<file path="src/rtl/ucd_register.sv">
// ucd_register: WIDTH-bit universal count-down register (hold/shift/down/load).
// Optional AUTO_RELOAD_EN: underflow reloads q from the last parallel-loaded value.
module ucd_register #(
  parameter int WIDTH = 8
) (
  input  logic             clk,
  input  logic             rst,
  input  logic [1:0]       min,
  input  logic             bin,
  input  logic             sin,
  input  logic [WIDTH-1:0] pin,
  output logic [WIDTH-1:0] q,
  output logic             bout,
  output logic             sout,
  output logic             tc
);

  localparam logic [1:0] MODE_HOLD  = 2'b00;
  localparam logic [1:0] MODE_SHIFT = 2'b01;
  localparam logic [1:0] MODE_DOWN  = 2'b10;
  localparam logic [1:0] MODE_LOAD  = 2'b11;

  localparam logic [WIDTH-1:0] LSB_ONE = {{(WIDTH-1){1'b0}}, 1'b1};

  logic [WIDTH-1:0] r_q;
  logic             r_tc;
  logic [WIDTH-1:0] w_q_nxt;
  logic             w_tc_nxt;
  logic [WIDTH-1:0] w_reload;
  logic             w_zero;
  logic             w_uflow;

`ifdef AUTO_RELOAD_EN
  logic [WIDTH-1:0] r_rl;

  // Reload value tracks every parallel load so underflow restarts the period
  always_ff @(posedge clk or posedge rst) begin
    if (rst) begin
      r_rl <= '0;
    end else if (min == MODE_LOAD) begin
      r_rl <= pin;
    end
  end

  assign w_reload = r_rl;
`else
  assign w_reload = '1;
`endif

  assign w_zero  = (r_q == '0);
  assign w_uflow = bin & (min == MODE_DOWN) & w_zero;

  // Next-state selection from the encoded mode field
  always_comb begin
    w_q_nxt  = r_q;
    w_tc_nxt = 1'b0;
    unique case (min)
      MODE_HOLD: begin
        w_q_nxt = r_q;
      end
      MODE_SHIFT: begin
        w_q_nxt = {sin, r_q[WIDTH-1:1]};
      end
      MODE_DOWN: begin
        if (bin) begin
          if (w_zero) begin
            w_q_nxt  = w_reload;
            w_tc_nxt = 1'b1;
          end else begin
            w_q_nxt = r_q - LSB_ONE;
          end
        end
      end
      MODE_LOAD: begin
        w_q_nxt = pin;
      end
      default: begin
        w_q_nxt = r_q;
      end
    endcase
  end

  // Register contents and one-cycle terminal-count pulse
  always_ff @(posedge clk or posedge rst) begin
    if (rst) begin
      r_q  <= '0;
      r_tc <= 1'b0;
    end else begin
      r_q  <= w_q_nxt;
      r_tc <= w_tc_nxt;
    end
  end

  assign q    = r_q;
  assign tc   = r_tc;
  assign bout = w_uflow;
  assign sout = r_q[0];

endmodule

</file>
<file path="config.mk">
export PLATFORM = sky130hd
export DESIGN_NAME = ucd_register
export DESIGN_NICKNAME = d
export VERILOG_FILES = /design/src/rtl/ucd_register.sv
export SDC_FILE = /design/constraint.sdc
export NUM_CORES = 1
export LEC_CHECK = 0
export ABC_AREA = 1
export ABC_CLOCK_PERIOD_IN_PS = 2950
export CAP_MARGIN = 40
export CORE_MARGIN = 2
export CORE_UTILIZATION = 47
export DETAILED_ROUTE_END_ITERATION = 8
export GPL_TIMING_DRIVEN = 0
export HOLD_SLACK_MARGIN = 0.02
export PLACE_DENSITY = 0.86
export SKIP_LAST_GASP = 1
export SYNTH_ARGS = -nofsm -noshare
export SYNTH_HDL_FRONTEND = slang
export SYNTH_SLANG_ARGS = --single-unit
</file>
<file path="constraint.sdc">
create_clock -name clk -period 2.95 [get_ports clk]
set_clock_uncertainty 0.2 [all_clocks]
set_input_delay 0.59 -clock clk [delete_from_list [all_inputs] [get_ports clk]]
set_output_delay 0.59 -clock clk [all_outputs]
set_load 0.005 [all_outputs]
</file>
* After elaboration in Yosys (flattened, before gate mapping)
Cells that the tools add are included.
** Operators by class
- Order comparisons :: 0
- Divide/modulo/power cells :: 0
- Reduce and logical (&&, ||, !) cells :: 3
- $add $sub $neg :: 1
- $mul :: 0
- Equal/unequal tests :: 4
- Muxes and demuxes :: 6
- Shift-type cells :: 0
- Bitwise logic cells :: 3
** Operators with widths (number)
- one-hot mux 8 bit (3 select lines) :: 1
- 2-to-1 mux 8 bit :: 2
- zero test 8 bit :: 1
- subtractor 8 x 1 -> 8 bit, second input constant :: 1
- equality test 2 bit, second input constant :: 2
- 2-to-1 mux 1 bit :: 3
- AND 1 bit :: 2
- equality test 2 x 1 -> 1 bit, second input constant :: 1
- zero test 2 bit :: 1
- != test 2 bit, second input constant :: 1
- AND reduction 2 bit :: 1
- inverter 1 bit :: 1
** Storage, ports and cells
- ROM bits :: 0
- Input port bits :: 14
- Memory bits (writable) :: 0
- Latch bits :: 0
- Memories :: 0
- Register bits :: 9
- Word-level logic and storage cells :: 19

* Logic depth before layout (Yosys ltp)
Gate-level depths: netlist of run 1.
- Word-level depth :: 4
- Mapped depth :: 10
- Depth with buffers taken out :: 10

* Worst setup path after synthesis of run 1
Ideal clock, no wire load.
- Path kind :: input-to-output
- Start :: input port min[0]
- End :: output port bout
- Required time :: 2160 ps
- Data arrival time :: 1157 ps
- Slack :: 1003 ps
- Stages on the path :: 6
- Cell sequence :: buf_6 > inv_1 > nand2_1 > inv_1 > nand2_1 > nor2_1
** Between the ends
- Word-level cells in the longest chain between the ends :: 3
** Ends and longest elaborated chain
- start: declaration :: RTL line 8 : input logic [1:0] min,
- equality test 2 bit :: RTL line 51 : assign w_uflow = bin & (min == MODE_DOWN) & w_zero;
- AND 1 bit (2 in a row) :: RTL line 51
- end: declaration :: RTL line 13 : output logic bout,
Every way passes these cells.

* Worst setup path after layout of run 1
- Start :: register r_q[1] (netlist: q[1])
- End :: output port bout
** Between the ends
- Word-level cells in the longest chain between the ends :: 2
** Ends and longest elaborated chain
- start: declaration :: RTL line 25 : logic [WIDTH-1:0] r_q;
- start signal: assignment :: RTL line 89 : r_q <= w_q_nxt;
- zero test 8 bit :: RTL line 50 : assign w_zero = (r_q == '0);
- AND 1 bit :: RTL line 51
Every way passes these cells.

==> run summary, run 1 <==
DRC viols = 0
Detail Placement HPWL = 1.421 mm
Port Buffers = 22
GRT Total Usage = 20.07%
CTS H-tree lvls = 1
wire length of the first global-routing pass = 2.870 mm
Worst R2R End = q[5]
CTS clk-pin slew, worst paths = 0.07 ns
# resized after CTS = 0
post-synth top area share = 30.30%
Reg2Reg Depth = 10
initial antenna violation count = 0
worst slew pin tran = 0.3549 ns
fin crit share = 91.75%
vias in the first global route = 705
Routed Antenna Nets = 0
fin cells = 153
Netlist cell types = 21
Core Util, Final = 67.82%
Overflow after GRT = 0
Placer Congestion = 0.8836
reg2reg setup slack = 1.34 ns
largest cells by area after synthesis = dfrtp_1, nand2_1, o21ai_0, inv_1, nor2_1
IO Count = 25
Syn Area/Cell = 6.696 sq um
Synth area leader = dfrtp_1
crit end category = output port
Initial DRC Count = 41
reg-to-reg startpoint = q[1]
count of final setup violators = 0
Seq/Total Area, Yosys = 30.30%
crit path DAT = 1.92 ns
commonest non-fill, non-tap cell in the layout = clkdlybuf4s50_1
largest net degree at the start of global routing = 11
most frequent cells in the layout = clkdlybuf4s50_1, nand2_1, inv_1
total number of yosys warnings = 0
WL/cell = 11.92 um
Cell Rows = 14
clk buf depth = 2
share of layout cells above drive strength 1 = 10.22%
setup bufs post-CTS = 0
P_leak = 0.0004745 uW
Syn Nets = 127
max frequency = 369.5 MHz
chip width = 43.77 um
hold crit path type = input pin to asynchronous set/reset pin
Mapped Area = 743.2 sq um
final number of hold-violating endpoints = 0
setup TNS = 0 ns
max_slew headroom = 76.31%
Max IR drop VDD = 0.0002037 V
Initial Util = 49.92%
CTS tree = yes
crit-path max FO = 5
Setup CP Type = flop to output port
Setup crit start kind = flop
latest clock arrival within the worst-skew pair = 0.27 ns
Syn Inst Count = 111
Pwr Density = 455.1 nW/um^2
die span in y = 43.77 um
DRT Wirelength = 1.824 mm
Slew Viols, Final = 0
fin crit period = 2.707 ns
pre-CTS worst setup slack = 0.2723 ns
die footprint = 1915 sq um
Nets = 154
RSZ-0062 raised after global routing = no
Yosys reg bits = 9
Worst Slack Setup Final = 0.2433 ns
status = finished clean
Max Cap Viol = 0
Antenna Cells = 0
WP data required = 2.16 ns
CTS root buffer = clkbuf_4
core area = 1489 sq um
area grow syn2layout = 35.86%
CTS Hold Buffers Added = 0
DRT Pass-1 Iters = 4
Num CTS Buffers = 3
Vias = 805
Inst Count DP = 149
vias per cell = 5.261
clock sink total = 9
through the flow:
step	power [uW]	hold slack (ns)	area, sq um
floorplan	272.7	0.2179	743.2
global placement	354.4	0.3494	983.4
detailed placement	357.0	0.3536	983.4
CTS	455.6	0.3670	1010
global route	489.0	0.4157	1010
finish	459.5	0.3795	1010
worst max-delay path, stage by stage (launching register included):
cell and delay (ns):
dfrtp_1 0.40, inv_1 0.12, ha_1 0.19, nand2_1 0.09, nor2_4 0.16, inv_2 0.08, nor2_1 0.10, clkdlybuf4s50_1 0.51
power breakdown:
part | leakage, uW | switching (uW) | internal [uW]
registers | 0.000108 | 26.3 | 143
clock network | 0.0000150 | 48.3 | 52.4
logic | 0.000352 | 94.4 | 95.1
registers in the layout (all words and copies together), names as in the netlist:
signal,count
q,8
tc,1
how the worst max path moves through the flow:
stage / from / end / slack [ns]
after global routing: q[1] / bout / 0.14
after CTS: q[1] / bout / 0.24
after floorplan: min[0] / bout / 1.00
final: q[1] / bout / 0.24
after global placement: bin / bout / 0.31
after detailed placement: bin / bout / 0.27
per-layer routing:
layer	vias up	part of all wire, %	global-route usage [%]
li1	408	-	-
met1	350	44	24.55
met2	42	47	34.71
met3	5	7.1	1.250
met4	0	2.1	10.91
met5	-	0	0
cell usage after synthesis:
cell type and count:
nand2_1 21, inv_1 17, nor2_1 15, o21ai_0 15, dfrtp_1 9, nand3_1 9, a21oi_1 4, a211oi_1 3
buf_4 3, a22oi_1 2, ha_1 2, nor2_2 2, a21oi_4 1, buf_6 1, inv_2 1, nand2_2 1
nand3_2 1, nand4_1 1, nor2_4 1, o211ai_1 1, xor2_1 1
logic make-up after synthesis:
| family | Yosys count | synth area share [%] |
|---|---|---|
| xor gates and xnor gates | 1 | 1.179 |
| buffers and inverters | 22 | 13.64 |
| DFF | 9 | 30.30 |
| adders and majority gates | 2 | 3.366 |
| AOI/OAI and AO/OA | 26 | 21.04 |
| and+or+nand+nor | 51 | 30.47 |
area by class of cell:
type / count / area [sq um]
fillers: 148 / 479.2
well taps: 16 / 20.02
repair buffers: 22 / 220.2
inverters: 18 / 67.56
plain buffers: 4 / 33.78
multi-input cells: 80 / 416.7
clock buffers: 4 / 26.28
flip-flops and latches: 9 / 225.2
Note: power is estimated with default switching activity, not from simulation.
==> inputs of run 2 (changes only) <==
--- a/config.mk
+++ b/config.mk
@@ -5,11 +5,10 @@
 export SDC_FILE = /design/constraint.sdc
 export NUM_CORES = 1
 export LEC_CHECK = 0
-export ABC_AREA = 1
 export ABC_CLOCK_PERIOD_IN_PS = 2950
 export CAP_MARGIN = 40
 export CORE_MARGIN = 2
-export CORE_UTILIZATION = 47
+export CORE_UTILIZATION = 46
 export DETAILED_ROUTE_END_ITERATION = 8
 export GPL_TIMING_DRIVEN = 0
 export HOLD_SLACK_MARGIN = 0.02
==> run 2 against run 1 <==
Clock-buffer cell count unchanged. Register-to-register slack worse by 0.31 ns. Sequential share of layout area down 0.41 points. First-iteration DRC count down 63%. Setup slack worse by 0.13 ns. Clock power down 5%. Flip-flop and latch count unchanged. Combinational power down 19%. Core utilization up 2.9 points. Global-route usage up 2.2 points. Area after synthesis down 6.2%. Critical endpoint unchanged.
==> run summary, run 2 <==
status = finished clean
crit end category = output port
Post-synth EDFFs = 0 (unchanged)
Initial DRC Count = 15 (-63%)
DRT Wirelength = 1.862 mm (+2.1%)
Nets = 137 (-11%)
core area = 1454 sq um (-2.4%)
WP data required = 2.16 ns (about the same)
Port Buffers = 24 (+9.1%)
Seq/Total Area, Yosys = 32.32% (+2.0 points)
Setup crit start kind = input pin
DRT Pass-1 Iters = 4 (unchanged)
largest cells by area after synthesis = dfrtp_1, o21ai_0, nand3_1, nor2b_1, nor2_1
area grow syn2layout = 47.58%
max reg flops = 8 (unchanged)
count of final setup violators = 0 (unchanged)
reg2reg setup slack = 1.03 ns (-0.31 ns)
Cell Rows = 14 (unchanged)
worst-path cell chain = clkdlybuf4s50_1, nor2b_1, buf_4, and3_1, clkdlybuf4s50_1
fin crit share = 96.32% (+4.6 points)
sequential cell area = 225.2 sq um (unchanged)
Syn Nets = 104 (-18%)
Syn Area/Cell = 7.920 sq um (+18%)
vias in the first global route = 694 (-1.6%)
latest clock arrival within the worst-skew pair = 0.26 ns (about the same)
crit path DAT = 2.05 ns (+0.13 ns)
crit-path max FO = 5 (unchanged)
initial antenna violation count = 0 (unchanged)
Syn Inst Count = 88 (-21%)
CTS Hold Buffers Added = 0 (unchanged)
CTS root buffer = clkbuf_4
Worst Slack Setup Final = 0.1085 ns (-0.1349 ns)
most frequent cells in the layout = clkdlybuf4s50_1, o21ai_0, dfrtp_1
wire length of the first global-routing pass = 3.077 mm (+7.2%)
Antenna Cells = 0 (unchanged)
largest net degree at the start of global routing = 11 (unchanged)
Max Cap Viol = 0 (unchanged)
GRT Total Usage = 22.31% (+2.2 points)
chip width = 42.93 um (-1.9%)
Overflow after GRT = 0 (unchanged)
post-synth top area share = 32.32% (+2.0 points)
Netlist cell types = 32 (+52%)
hold crit path type = input pin to asynchronous set/reset pin
CTS tree = yes
Vias = 802 (-0.37%)
CTS H-tree lvls = 1 (unchanged)
Detail Placement HPWL = 1.328 mm (-6.6%)
fraction of registers with async set or reset after synthesis = 100.0% (unchanged)
Setup CP Type = input pin to output port
CP top delay family = buffers and inverters
multi-input logic area = 437.9 sq um (+5.1%)
most used cell, CP = clkdlybuf4s50_1
die footprint = 1843 sq um (-3.8%)
Num CTS Buffers = 3 (unchanged)
Yosys reg bits = 9 (unchanged)
CTS clk-pin slew, worst paths = 0.06 ns (about the same)
share of layout cells above drive strength 1 = 13.33% (+3.1 points)
Worst R2R End = q[7]
vias per cell = 5.897 (+12%)
DRC viols = 0 (unchanged)
total number of yosys warnings = 0 (unchanged)
FILL cells = 114 (-23%)
CP peak stage delay = 0.52 ns (about the same)
Post-synth top cells = dfrtp_1, o21ai_0, nand3_1, nor2_1
pre-CTS worst setup slack = -0.1282 ns (-0.4005 ns)
Routed Antenna Nets = 0 (unchanged)
max_slew headroom = 72.20% (-4.1 points)
reg-to-reg startpoint = q[0]
clk buf depth = 2 (unchanged)
RSZ-0062 raised after global routing = no
Synth area leader = dfrtp_1
Pwr Density = 413.5 nW/um^2 (-9.1%)
Slowest-stage cell, CP = clkdlybuf4s50_1
commonest non-fill, non-tap cell in the layout = clkdlybuf4s50_1
clock sink total = 9 (unchanged)
Initial Util = 47.93% (-2.0 points)
P_leak = 0.0004383 uW (-7.6%)
WL/cell = 13.69 um (+15%)
die span in y = 42.93 um (-1.9%)
final number of hold-violating endpoints = 0 (unchanged)
Non-Filler Cell Area, Final = 1028 sq um (+1.9%)
worst slew pin tran = 0.4171 ns (+0.06216 ns)
Placer Congestion = 0.9022 (+2.1%)
dpl cell area = 957.2 sq um (-2.7%)
IO Count = 25 (unchanged)
Max IR drop VDD = 0.0003252 V (+60%)
Slew Viols, Final = 0 (unchanged)
Critical path buffers and inverters = 3 (unchanged)
top_reg_cell synth = dfrtp_1
max frequency = 351.9 MHz (-4.7%)
fin crit period = 2.842 ns (+0.1349 ns)
Reg2Reg Depth = 7 (-3)
Mapped Area = 696.9 sq um (-6.2%)
run 2: cell families after synthesis:
| group | count (synthesis) | share of synthesized area (%) |
|---|---|---|
| compound gates | 24 | 23.70 |
| simple gates | 41 | 32.50 |
| mux | 1 | 1.436 |
| flops | 9 | 32.32 |
| fa+ha+maj | 2 | 3.590 |
| buf+inv | 11 | 6.464 |
run 2: per-stage QoR:
| stage | std cells | utilization, % | hold slack, ns | TNS (ns) | power [uW] |
|---|---|---|---|---|---|
| 2_1_floorplan | 88 | - | 0.2179 | 0 | 242.0 |
| 5_1_grt | 136 | 70.74 | 0.4239 | 0 | 451.9 |
| 3_3_place_gp | 128 | 65.83 | 0.3945 | -0.1124 | 315.9 |
| 4_1_cts | 132 | 68.07 | 0.3983 | 0 | 421.1 |
| 6_report | 136 | 70.74 | 0.3892 | 0 | 425.3 |
| 3_5_place_dp | 128 | 65.83 | 0.4199 | -0.1282 | 319.8 |
run 2: where the power goes:
part | switching (uW) | internal (uW)
Clock | 43.5 | 52.2
Sequential | 35.4 | 141
Combinational | 63.3 | 89.6
run 2: what timing repair did:
| item | in CTS | in global routing |
|---|---|---|
| pin swaps | 0 | 1 |
| setup endpoints to repair | 1 | 1 |
| setup buffers | 0 | 4 |
| resized for setup | 2 | 4 |
run 2: metal layers:
layer	GRT usage, %	up-vias	part of all wire, %
met3	7.660	0	5.7
met2	35.76	29	49
met4	6.875	0	0
li1	-	389	-
met5	0	-	0
met1	27.97	384	45
run 2: worst register-to-register path, cell delays in order (launching register included):
cell      delay (ns)
dfrtp_1         0.43
inv_1           0.12
ha_1            0.15
nor3b_4         0.21
buf_4           0.15
o211ai_2        0.09
or3_1           0.32
a31oi_1         0.17
run 2: layout make-up:
type / instances / share of cell area (%)
tap: 16 / 1.946
buffer: 4 / 2.190
sequential: 9 / 21.90
timing repair buffer: 28 / 26.28
clock buffer: 4 / 2.555
inverter: 7 / 2.555
multi-input combinational: 68 / 42.58
run 2: how the worst max path moves through the flow:
stage          cells past startpoint  slack (ns)    from  endpoint
3_3_place_gp                       5       -0.11  min[1]      bout
2_1_floorplan                      5        0.75    q[0]      bout
4_1_cts                            6      0.0003    q[0]      bout
5_1_grt                            5        0.02  min[1]      bout
6_report                           5        0.11  min[1]      bout
3_5_place_dp                       5       -0.13  min[1]      bout
